--- src/rtl/afifo_word_assembler.sv ---
// rtl/afifo_word_assembler.sv - read-domain FIFO consumer packing beats into words
module afifo_word_assembler #(
    parameter int DATA_WIDTH = 8,
    parameter int BEATS      = 4,
    parameter int TIMEOUT    = 16
) (
    input  logic                          rclk,
    input  logic                          r_nrst,
    input  logic [DATA_WIDTH-1:0]         fifo_rdata,
    input  logic                          fifo_empty,
    output logic                          fifo_rinc,
    input  logic                          flush,
    output logic [DATA_WIDTH*BEATS-1:0]   out_data,
    output logic                          out_valid,
    input  logic                          out_ready,
    output logic                          out_partial,
    output logic [$clog2(BEATS+1)-1:0]    out_count
);

    localparam int CW = $clog2(BEATS+1);
    localparam int IW = $clog2(TIMEOUT+1);
    localparam logic [CW-1:0] LAST_BEAT = CW'(BEATS-1);
    localparam logic [CW-1:0] FULL_CNT  = CW'(BEATS);
    localparam logic [IW-1:0] IDLE_MAX  = IW'(TIMEOUT-1);

    typedef enum logic {FILL, HOLD} state_t;

    state_t        state;
    logic [CW-1:0] cnt;
    logic [IW-1:0] idle;

    // Pop is combinational so a beat is consumed on the same edge it is stored.
    assign fifo_rinc = (state == FILL) && !fifo_empty && !flush;

    always_ff @(posedge rclk or negedge r_nrst) begin
        if (!r_nrst) begin
            state       <= FILL;
            cnt         <= '0;
            idle        <= '0;
            out_data    <= '0;
            out_valid   <= 1'b0;
            out_partial <= 1'b0;
            out_count   <= '0;
        end else if (flush) begin
            state       <= FILL;
            cnt         <= '0;
            idle        <= '0;
            out_data    <= '0;
            out_valid   <= 1'b0;
            out_partial <= 1'b0;
            out_count   <= '0;
        end else begin
            case (state)
                FILL: begin
                    if (fifo_rinc) begin
                        for (int i = 0; i < BEATS; i++) begin
                            if (cnt == CW'(i)) begin
                                out_data[i*DATA_WIDTH +: DATA_WIDTH] <= fifo_rdata;
                            end
                        end
                        idle <= '0;
                        if (cnt == LAST_BEAT) begin
                            state       <= HOLD;
                            out_valid   <= 1'b1;
                            out_count   <= FULL_CNT;
                            out_partial <= 1'b0;
                            cnt         <= '0;
                        end else begin
                            cnt <= cnt + 1'b1;
                        end
                    end else if (cnt != '0) begin
                        // Unfilled slots are already zero since the register clears on every exit from HOLD.
                        if (idle == IDLE_MAX) begin
                            state       <= HOLD;
                            out_valid   <= 1'b1;
                            out_partial <= 1'b1;
                            out_count   <= cnt;
                            cnt         <= '0;
                            idle        <= '0;
                        end else begin
                            idle <= idle + 1'b1;
                        end
                    end
                end
                HOLD: begin
                    if (out_ready) begin
                        state       <= FILL;
                        out_valid   <= 1'b0;
                        out_data    <= '0;
                        out_partial <= 1'b0;
                        out_count   <= '0;
                    end
                end
                default: state <= FILL;
            endcase
        end
    end

endmodule

--- config.mk ---
export PLATFORM = sky130hd
export DESIGN_NAME = afifo_word_assembler
export DESIGN_NICKNAME = d
export VERILOG_FILES = /design/src/rtl/afifo_word_assembler.sv
export SDC_FILE = /design/constraint.sdc
export NUM_CORES = 1
export LEC_CHECK = 0
export CORE_MARGIN = 3
export CORE_UTILIZATION = 40
export DETAILED_ROUTE_END_ITERATION = 16
export PLACE_DENSITY = 0.71
export SLEW_MARGIN = 5
export SYNTH_ARGS = -nofsm -noshare
export SYNTH_HDL_FRONTEND = slang
export SYNTH_SLANG_ARGS = --single-unit
--- constraint.sdc ---
create_clock -name rclk -period 1.9 [get_ports rclk]
set_clock_uncertainty 0.1 [all_clocks]
set_input_delay 0.57 -clock rclk [delete_from_list [all_inputs] [get_ports rclk]]
set_output_delay 0.57 -clock rclk [all_outputs]
set_load 0.05 [all_outputs]
==> flow_summary.yaml <==
detailed_routing:
  ant_nets: 0
  dr.pass1.iters: 4
  drc: 0
  vias: 1702
  avgRoutedWirePerCell_um: 14.7
  routed_wl_mm: 4.93
  viasPerCell: 5.07
  first_iter_violations: 145
placed_design:
  dp.cells: 325
  port_buffers: 50
  placed_cell_area_sq_mm: 0.00308
  hpwl_mm: 3.82
  gp_congestion: 0.780
power:
  p_leak_uw: 0.00144
  p_per_area_mw_per_mm2: 801
  power.total_uw: 2590
  irDropWorstVdd_mv: 0.506
global_route:
  grt_pass1_vias: 1733
  grt_max_degree: 47
  grt_pass1_wl_mm: 8.42
  grt-ovfl-total: 0
  grtUsageTotal: 0.181
  antenna_found_initial: 0
die:
  initial_core_util: 0.431
  design.core.area_sq_mm: 0.00456
  io_pins: 51
  die_y_um: 76.2
  num_rows: 24
  die_w_um: 76.2
  dieArea_sq_mm: 0.00580
synthesis:
  ys_ff_latch: 46
  yosysMostFrequentCell: "dfrtp_1"
  netlist_area_sq_mm: 0.00197
  synthDistinctLibCells: 33
  synth_common_cells: "dfrtp_1, nand2_1, o21ai_0"
  synthCells: 197
  synth_top_area_share: 0.584
  synth_area_leader_cell: "dfrtp_1"
  postSynth.asyncResetShare: 1.00
  synth_ff_type: "dfrtp_1"
  ys_warn_count: 0
  synthesis.nets: 215
  seq_area_frac_synth: 0.584
  synth_edf_count: 0
  ys_top_cells_by_area: "dfrtp_1, o21ai_0, nand2_1"
  synth.avg_cell_area_sq_um: 10.0
critical_path:
  crit-reg2reg-launch: "cnt[1]$_DFFE_PN0P_"
  crit_type: "input port to output pin"
  cp.required_ps: 1230
  r2r_end: "out_count[1]$_DFFE_PN0P_"
  start_kind: "input port"
  reg2reg_setup_slack_ps: 80
  crit_fanout: 2
  reg2regPathDepth: 6
  crit_path_end_kind: "output pin"
  cp.arrival_ps: 1210
clock_network:
  path_clk_slew_ps: 80
  h-tree-depth: 2
  clockBufferDepth: 2
  cts_buffers: 5
  worstSkewPairLatency_ps: 290
  cts-root-buf: "clkbuf_8"
  cts_tree: "built"
  clock-sinks: 46
worst_hold_path:
  hp-class: "input port to async pin"
timing:
  setup_viol: 0
  min_period_over_period: 0.991
  hold_viol_final: 0
  period_needed_ps: 1880
  tightest_slew_ps: 286
  final_max_slew_viol_count: 0
  fmax_mhz: 531
  slew-limit-headroom: 0.807
  rsz0062_at_grt: "yes"
final_layout:
  fin_area_sq_mm: 0.00323
  layout.cells.non_filler: 336
  multiInputGateArea_sq_um: 800
  areaGrowthSynthToFinish_pct: 63.9
  finalNetCount: 288
  seqCellArea_sq_mm: 0.00115
  drive_above_1_share: 0.295
  antenna_cells: 0
  fillCellCount: 324
job:
  cap_violations: 0
status:
  outcome: "completed"
-- metal layers --
metal / vias to the layer above / part of all wire / global-route usage
met5: - / 0 / 0
met4: 0 / 0.026 / 0.0743
met3: 8 / 0.043 / 0.0296
met2: 46 / 0.48 / 0.293
met1: 821 / 0.45 / 0.242
li1: 827 / - / -
-- critical path: stages --
cell and delay [ps]:
buf_2 110, or2_4 250, nor2_4 140, buf_12 140
-- kinds of logic (layout without fill, tap and decap cells) --
family	count (synthesis)	count (layout)	share of synthesized area
adder cells (fa/ha/maj)	5	5	0.0318
AO/OA/AOI/OAI	59	59	0.168
buffers and inverters	13	87	0.0267
AND/OR/NAND/NOR	70	70	0.169
multiplexers	3	3	0.0152
XOR/XNOR	1	1	0.00445
flip-flops	46	46	0.584
-- cell type report --
class / count / area share
Multi-Input combinational cell: 138 / 0.248
Clock inverter: 2 / 0.0116
Sequential cell: 46 / 0.357
Timing Repair Buffer: 75 / 0.332
Tap cell: 65 / 0.0252
Inverter: 4 / 0.00465
Clock buffer: 6 / 0.0225
-- where the power goes --
part	switching, uW	total [uW]	leakage [uW]	internal (uW)
logic	407	760	0.000778	353
registers	75.2	1120	0.000611	1050
clock network	312	704	0.0000514	392
total	794	2590	0.00144	1790
-- placed cells by master (no fill, tap or decap), drive strengths merged --
cell type | netlist | final
buf | 2 | 65
dfrtp | 46 | 46
nand2 | 44 | 44
o21ai | 34 | 34
a21oi | 12 | 12
clkdlybuf4s50 | 0 | 9
clkbuf | 7 | 6
nor2 | 5 | 5
ha | 5 | 5
inv | 4 | 4
nor3b | 3 | 3
nand3 | 3 | 3
mux2i | 3 | 3
o2bb2ai | 3 | 3
nor3 | 2 | 2
nand2b | 2 | 2
nand4 | 2 | 2
a31oi | 2 | 2
o22ai | 2 | 2
o31ai | 2 | 2
nor2b | 2 | 2
nor4b | 2 | 2
or2 | 1 | 1
a21o | 1 | 1
or4b | 1 | 1
nand4b | 1 | 1
xnor2 | 1 | 1
a21boi | 1 | 1
and4b | 1 | 1
or4 | 1 | 1
a211oi | 1 | 1
a2bb2oi | 1 | 1
clkinvlp | 0 | 1
bufinv | 0 | 1
clkdlybuf4s15 | 0 | 1
-- worst max path at each step --
| stage | startpoint | end | slack [ps] |
|---|---|---|---|
| detailed placement | flush | fifo_rinc | -400 |
| global route | state$_DFF_PN0_ | fifo_rinc | -10 |
| global placement | flush | fifo_rinc | -370 |
| finish | flush | fifo_rinc | 20 |
| CTS | fifo_empty | fifo_rinc | 1 |
| floorplan | cnt[0]$_DFFE_PN0P_ | out_count[0]$_DFFE_PN0P_ | 10 |
-- per-stage QoR --
step	TNS (ps)	setup WS, ps	hold slack [ps]	utilization
after floorplan	0	11.8	174	-
after global placement	-5810	-367	423	0.675
after detailed placement	-7450	-401	432	0.675
after CTS	0	1.42	147	0.702
after global routing	-12.6	-12.6	151	0.707
final	0	16.4	134	0.707
-- sequential cells by signal (all words and copies together) (netlist names) --
name and count:
out_data 32, cnt 3, out_partial 1, state 1, out_count 3, idle 5, out_valid 1
-- repair_timing --
item / in CTS / in global routing
setup buffers: 2 / 1
hold endpoints to repair: 0 / 0
resized for setup: 7 / 5
pin swaps: 2 / 4
hold buffers: 0 / 0
endpoints found under the setup margin: 3 / 9
(Power assumes the default switching activity.)
